**src/rtl/pc_stack.sv**
```systemverilog
// Program counter with a hardware return-address stack.
// One operation per cycle: ret > call > load > branch > enable > hold.
module pc_stack #(
    parameter int               WIDTH     = 16,
    parameter int               DEPTH     = 8,
    parameter logic [WIDTH-1:0] RESET_VEC = '0
) (
    input  logic                       clk,
    input  logic                       rst,
    input  logic                       enable,
    input  logic                       load,
    input  logic [WIDTH-1:0]           load_addr,
    input  logic                       branch,
    input  logic [WIDTH-1:0]           offset,
    input  logic                       call,
    input  logic                       ret,
    input  logic                       err_clr,
    output logic [WIDTH-1:0]           pc_out,
    output logic [$clog2(DEPTH):0]     level,
    output logic                       empty,
    output logic                       full,
    output logic                       ovf_err,
    output logic                       unf_err
);

    localparam int AW = $clog2(DEPTH);
    localparam int LW = AW + 1;

    logic [WIDTH-1:0] stack [DEPTH];
    logic [WIDTH-1:0] pc_next;
    logic [WIDTH-1:0] pc_inc;
    logic [LW-1:0]    level_next;
    logic [LW-1:0]    level_dec;
    logic             push;
    logic             set_ovf;
    logic             set_unf;

    assign empty     = (level == '0);
    assign full      = (level == LW'(DEPTH));
    assign pc_inc    = pc_out + WIDTH'(1);
    assign level_dec = level - LW'(1);

    always_comb begin
        pc_next    = pc_out;
        level_next = level;
        push       = 1'b0;
        set_ovf    = 1'b0;
        set_unf    = 1'b0;
        if (ret) begin
            if (empty) begin
                set_unf = 1'b1;
            end else begin
                pc_next    = stack[level_dec[AW-1:0]];
                level_next = level_dec;
            end
        end else if (call) begin
            if (full) begin
                set_ovf = 1'b1;
            end else begin
                push       = 1'b1;
                pc_next    = load_addr;
                level_next = level + LW'(1);
            end
        end else if (load) begin
            pc_next = load_addr;
        end else if (branch) begin
            pc_next = pc_out + offset;
        end else if (enable) begin
            pc_next = pc_inc;
        end
    end

    always_ff @(posedge clk or posedge rst) begin
        if (rst) begin
            pc_out  <= RESET_VEC;
            level   <= '0;
            ovf_err <= 1'b0;
            unf_err <= 1'b0;
        end else begin
            pc_out  <= pc_next;
            level   <= level_next;
            // a flag being set in the same cycle beats err_clr
            ovf_err <= set_ovf | (ovf_err & ~err_clr);
            unf_err <= set_unf | (unf_err & ~err_clr);
        end
    end

    // entry storage carries no reset; level alone says what is valid
    always_ff @(posedge clk) begin
        if (push && !rst) begin
            stack[level[AW-1:0]] <= pc_inc;
        end
    end

endmodule

```
**config.mk**
```make
export PLATFORM = sky130hd
export DESIGN_NAME = pc_stack
export DESIGN_NICKNAME = d
export VERILOG_FILES = /design/src/rtl/pc_stack.sv
export SDC_FILE = /design/constraint.sdc
export NUM_CORES = 1
export LEC_CHECK = 0
export ABC_CLOCK_PERIOD_IN_PS = 3000
export BUFFER_PORTS_ARGS = -buffer_cell sky130_fd_sc_hd__buf_2
export CAP_MARGIN = 10
export CORE_ASPECT_RATIO = 2
export CORE_MARGIN = 2
export CORE_UTILIZATION = 50
export CTS_CLUSTER_SIZE = 20
export DETAILED_ROUTE_END_ITERATION = 10
export HOLD_SLACK_MARGIN = 0.05
export PLACE_DENSITY = 0.76
export SLEW_MARGIN = 20
export SYNTH_ARGS = -nofsm -noshare
export SYNTH_HDL_FRONTEND = slang
export SYNTH_SLANG_ARGS = --single-unit
```
**constraint.sdc**
```tcl
create_clock -name clk -period 3 [get_ports clk]
set_input_delay 0.6 -clock clk [delete_from_list [all_inputs] [get_ports clk]]
set_output_delay 0.6 -clock clk [all_outputs]
set_load 0.005 [all_outputs]
```
==> impl_metrics.tcl, run 1 <==
set metrics [dict create \
    port_buffers 63 \
    drtIter0Drc 392 \
    core-area_um2 14300 \
    synth_area_um2 7250 \
    yosys_warnings 0 \
    overflow 0 \
    synth_area_per_cell_um2 14.5 \
    via_per_inst 6.16 \
    powerDensity_nw_per_um2 1090 \
    p_switching_mw 3.30 \
    holdBufCountCts 0 \
    synth_nets 558 \
    die_h_um 174 \
    ys_types 57 \
    grt_pass1_wl_um 28400 \
    top_usage_layer "met2" \
    ys_ff_latch 150 \
    peakVddDrop_mv 0.532 \
    drive_gt1_frac 0.286 \
    p_total_mw 9.26 \
    dpl.hpwl_um 12700 \
    met1_usage 0.277 \
    whs_ns 0.403 \
    finalNonFillerCells 781 \
    dp_cells 749 \
    postRouteAntennaNets 0 \
    cp_slowest_cell "xnor2_1" \
    utilization 0.594 \
    wire_per_inst_um 24.2 \
    ios 64 \
    fillers 1138 \
    dp_worst_setup_slack_ns 0.0894 \
    yosys_most_used_dff "edfxtp_1" \
    final_max_slew_viol_count 0 \
    finalSetupTns_ns 0 \
    path_class "register to register" \
    path_cells "and4_4, nand3_2, or3_1, xnor2_1, a21oi_1, nor3_2, a221o_1" \
    fin_crit_ns 2.75 \
    tightest_slew_ns 0.955 \
    area_delta_synth_final_pct 16.9 \
    rows 62 \
    arrival_ns 3.10 \
    seq_power_share 0.342 \
    rsz0062_at_grt "false" \
    crit_family "simple AND/OR/NAND/NOR gates" \
    critical_path_required_ns 3.36 \
    netlist_instances 499 \
    pwr-share-clk 0.246 \
    grt_use_total 0.257 \
    drv_cap 0 \
    path_buf_inv 0 \
    combPwrFrac 0.412 \
    slew-limit-headroom 0.358 \
    synthArstFlopShare 0.147 \
    crit_fanout 9 \
    dieArea_um2 15500 \
    clk_latency_ns 0.42 \
    outcome "finished, final reports clean" \
    clk_pin_slew_ns 0.06 \
    hp-class "input pin to asynchronous set/reset pin" \
    max_freq_ghz 0.364 \
    cp-end-kind "register" \
    cts.repair.resized 0 \
    htree_levels 4 \
    setup_violations 0 \
    cts.path.max_buffers 2 \
    layout_common_cells "edfxtp_1 (128), buf_2 (63), nand2_1 (36)" \
    p_leak_nw 3.13 \
    dr.pass1.iters 5 \
    die_w_um 89.2 \
    period_share 0.915 \
    timing.clock.skew_ns 0.00753 \
    design_area_um2 8470 \
    grt_pass1_vias 4889 \
    power.internal_mw 5.96 \
    p_sw_frac 0.356 \
    cts-buffers-inserted 17 \
    vias 4814 \
    cts_root_buf "clkbuf_16" \
    wl_um 18900 \
    critPathLaunchType "register" \
    use_met3 0.0594 \
    drc_errors 0 \
    antenna_found_initial 1 \
    grt_start_max_net_pins 38 \
    synth_edf_count 128 \
    place_area_um2 7840 \
    gp_congestion 0.911 \
    seq_area_frac_synth 0.606 \
    cts_sinks 150 \
    met2_usage 0.446 \
    hold_viol_final 0 \
    cp_slowest_stage_delay_ns 0.76 \
    nets 635 \
    layout_setup_ws_ns 0.255 \
    start_util 0.508 \
    layout_commonest_cell "edfxtp_1" \
    cts_tree "yes" \
    cts_setup_buffers 0 \
]
-- cells by family (layout without fill, tap and decap cells) --
group / Yosys count / after routing / share of synthesized area
other cells: 0 / 1 / 0
xor+xnor: 29 / 29 / 0.0361
flops: 150 / 150 / 0.606
fa+ha+maj: 19 / 19 / 0.0338
mux: 55 / 55 / 0.132
buf+inv: 35 / 124 / 0.0247
compound gates: 100 / 100 / 0.0941
simple gates: 111 / 111 / 0.0732
-- cells in the mapped netlist, drive strengths merged, types with 3 or more instances --
library cell	n	area share
a211oi	11	0.013
a21o	8	0.0083
a21oi	23	0.016
a221o	5	0.0069
a311oi	3	0.0045
a31oi	5	0.0043
and2	4	0.0035
and3	3	0.0028
buf	12	0.013
clkbuf	12	0.0062
dfrtp	22	0.076
edfxtp	128	0.53
ha	18	0.031
inv	11	0.0057
mux2	6	0.0093
mux2i	17	0.023
mux4	32	0.099
nand2	37	0.020
nand2b	3	0.0026
nand3	6	0.0048
nand4	5	0.0043
nor2	34	0.019
nor3	11	0.0083
o211ai	4	0.0041
o21a	3	0.0031
o21ai	22	0.015
o21bai	3	0.0031
o221ai	3	0.0036
o22ai	5	0.0043
xnor2	15	0.018
xor2	14	0.018
-- power groups by stage --
stage / sequential (mW) / clock, mW / combinational [mW]
final: 3.16 / 2.28 / 3.82
after global routing: 3.19 / 2.39 / 4.10
after CTS: 3.15 / 2.31 / 3.77
after detailed placement: 3.19 / 0 / 3.72
after global placement: 3.17 / 0 / 3.62
after floorplan: 3.09 / 0 / 2.68
-- cell type report --
cell class	instances	area (um2)	share of cell area
Clock buffer	19	433	0.0511
Inverter	11	41.3	0.00487
Timing Repair Buffer	82	470	0.0555
Multi-Input combinational cell	314	2690	0.317
Sequential cell	150	4400	0.519
Antenna cell	1	2.50	0.000295
Clock inverter	12	203	0.0239
Tap cell	192	240	0.0284
-- layer usage --
layer | wire, um | share of wire
met1 | 6670 | 0.35
met2 | 10400 | 0.55
met3 | 884 | 0.047
met4 | 1020 | 0.054
met5 | 0 | 0
-- flip-flops by register name, summed over array words and instances (netlist names) --
name     flops
level        4
pc_out      16
ovf_err      1
unf_err      1
stack      128
-- worst paths after layout --
path                                       start                endpoint  cells past startpoint  slack (ns)
min reg2reg                    unf_err$_DFF_PP0_       unf_err$_DFF_PP0_                      1        0.51
max reg2reg                pc_out[5]$_DFFE_PP0P_  pc_out[11]$_DFFE_PP0P_                      7        0.25
max                        pc_out[5]$_DFFE_PP0P_  pc_out[11]$_DFFE_PP0P_                      7        0.25
min in group clk                    load_addr[6]   pc_out[6]$_DFFE_PP0P_                      3        0.49
min                                          rst    level[3]$_DFFE_PP0P_                      2        0.40
max in group asynchronous                    rst    level[0]$_DFFE_PP0P_                      2        1.95
-- worst register-to-register path, cell delays in order (launching register included) --
cell and delay (ns):
dfrtp_1 0.60, and4_4 0.37, nand3_2 0.09, or3_1 0.34, xnor2_1 0.76, a21oi_1 0.23, nor3_2 0.14, a221o_1 0.15
(Power assumes the default switching activity.)
==> run 2, diff against run 1 <==
ABC_CLOCK_PERIOD_IN_PS = 2340   (was 3000)
BUFFER_PORTS_ARGS = -buffer_cell sky130_fd_sc_hd__buf_4   (was -buffer_cell sky130_fd_sc_hd__buf_2)
RECOVER_POWER = 25   (was not set)
clock period = 2.34 ns   (was 3 ns; I/O delays follow)
==> run 2 against run 1 <==
Net effect:
- the flow now finishes with violations (max-capacitance violations, max-slew violations, negative setup slack)
- sequential share of layout area fell by 4.6 points
- maximum frequency rose by 12%
- clock skew rose by 0.0018 ns
- setup slack got worse by 0.36 ns
- highest routed layer unchanged
- count of clock-buffer cells in the layout rose by 4
- combinational power rose by 62%
- via count rose by 5.3%
==> impl_metrics.tcl, run 2 (synthesized netlist as in run 1, its figures left out) <==
set metrics [dict create \
    whs_endpoint "pc_out[7]$_DFFE_PP0P_" \
    r2r-start "pc_out[0]$_DFFE_PP0P_" \
    rsz0062_at_grt "true" \
    arrival_ns 2.74 \
    dpl.hpwl_um 14300 \
    start_util 0.508 \
    gp_congestion 0.968 \
    die_w_um 89.2 \
    power.internal_mw 8.19 \
    timing.clock.skew_ns 0.00935 \
    port_buffers 63 \
    n_antenna_cell 0 \
    cts_sinks 150 \
    htree_levels 4 \
    slew-limit-headroom -0.0286 \
    violations "max-capacitance violations, max-slew violations, negative setup slack" \
    hold_viol_final 0 \
    clk_pin_slew_ns 0.06 \
    grt_start_max_net_pins 27 \
    antenna_found_initial 0 \
    drv_cap 1 \
    fin_crit_ns 2.45 \
    postRouteAntennaNets 0 \
    fillers 1064 \
    peakVddDrop_mv 0.723 \
    pwr-share-clk 0.206 \
    clk_latency_ns 0.42 \
    dieArea_um2 15500 \
    outcome "complete, but fails checks" \
    cts_root_buf "clkbuf_16" \
    tightest_slew_ns 1.54 \
    cp_slowest_cell "dfrtp_2" \
    p_switching_mw 4.48 \
    vias 5070 \
    layout_setup_ws_ns -0.110 \
    cts-buffers-inserted 17 \
    p_sw_frac 0.354 \
    seq_power_share 0.307 \
    crit_fanout 3 \
    p_total_mw 12.7 \
    path_cells "ha_4, fa_2, a211oi_2, nor2_1, o31a_1, a221o_1, mux2i_1, o21ai_1, o211ai_1" \
    path_class "register to register" \
    r2r_cells 9 \
    cts_tree "yes" \
    p_leak_nw 3.49 \
    max_freq_ghz 0.408 \
    period_share 1.05 \
    hold_depth 3 \
    via_per_inst 6.04 \
    layout_common_cells "edfxtp_1 (128), buf_4 (126), mux4_2 (32), nand2_1 (32), nor2_1 (25)" \
    cts.path.max_buffers 2 \
    place_area_um2 8620 \
    rows 62 \
    wl_um 20100 \
    grt_use_total 0.272 \
    final_max_slew_viol_count 23 \
    nets 693 \
    critPathLaunchType "register" \
    dr.pass1.iters 5 \
    finalSetupTns_ns -0.221 \
    design_area_um2 9300 \
    min_from "load_addr[7]" \
    ios 64 \
    cp-end-kind "register" \
    die_h_um 174 \
    core-area_um2 14300 \
    wire_per_inst_um 24.0 \
    layout_commonest_cell "edfxtp_1" \
    area_delta_synth_final_pct 28.3 \
    ff2ff_setup_slack_ns -0.11 \
    grt_pass1_vias 5311 \
    combPwrFrac 0.487 \
    holdBufCountCts 0 \
    drive_gt1_frac 0.380 \
    grt_pass1_wl_um 30100 \
    setup_violations 4 \
    critical_path_required_ns 2.63 \
    reg2reg_to "pc_out[14]$_DFFE_PP0P_" \
    hp-class "input pin to register" \
    drtIter0Drc 272 \
    overflow 0 \
    largest_register_ffs 128 \
    drc_errors 0 \
    powerDensity_nw_per_um2 1360 \
    cp_slowest_stage_delay_ns 0.42 \
]
-- run 2: how the worst max path moves through the flow --
stage / startpoint / to / cells past startpoint
final: pc_out[0]$_DFFE_PP0P_ / pc_out[14]$_DFFE_PP0P_ / 9
after CTS: pc_out[0]$_DFFE_PP0P_ / pc_out[14]$_DFFE_PP0P_ / 9
after global placement: offset[0] / pc_out[14]$_DFFE_PP0P_ / 10
after global routing: pc_out[0]$_DFFE_PP0P_ / pc_out[14]$_DFFE_PP0P_ / 9
after floorplan: offset[0] / pc_out[14]$_DFFE_PP0P_ / 9
after detailed placement: offset[0] / pc_out[14]$_DFFE_PP0P_ / 10
-- run 2: power groups by stage --
stage	logic [mW]	clock network, mW	registers, mW
finish	6.17	2.61	3.89
detailed placement	5.88	0	3.94
global placement	5.74	0	3.92
global route	6.58	2.74	3.92
CTS	5.98	2.65	3.88
floorplan	3.61	0	3.97
-- run 2: through the flow --
step                std cells  hold WS [ns]  setup WS [ns]   util
finish                    839         0.361         -0.110  0.652
global route              839         0.367         -0.227  0.652
CTS                       836         0.152        -0.0944  0.645
detailed placement        801         0.489         -0.335  0.604
global placement          801         0.479         -0.319  0.604
floorplan                 499         0.457        -0.0343      -
-- run 2: critical path, delay by kind of cell (launching register included) --
| kind | cells | cell delay, ns |
|---|---|---|
| compound gates | 5 | 1.15 |
| fa+ha+maj | 2 | 0.53 |
| flops | 1 | 0.42 |
| mux | 1 | 0.13 |
| simple gates | 1 | 0.08 |
-- run 2: metal layers --
metal | routed length, um | track usage
met4 | 954 | 0.148
met3 | 960 | 0.0446
met1 | 7240 | 0.319
met2 | 11000 | 0.462
met5 | 0 | 0
-- run 2: layout make-up --
| class | instances | area (um2) | area share |
|---|---|---|---|
| Sequential cell | 150 | 4400 | 0.473 |
| Multi-Input combinational cell | 314 | 2870 | 0.309 |
| Timing Repair Buffer | 140 | 1180 | 0.126 |
| Clock buffer | 23 | 458 | 0.0492 |
| Tap cell | 192 | 240 | 0.0258 |
| Clock inverter | 9 | 106 | 0.0114 |
| Inverter | 11 | 48.8 | 0.00525 |
-- run 2: repair_timing --
item	in CTS	in global routing
endpoints found under the setup margin	4	9
pin swaps	6	12
resized for setup	0	15
setup buffers	3	3
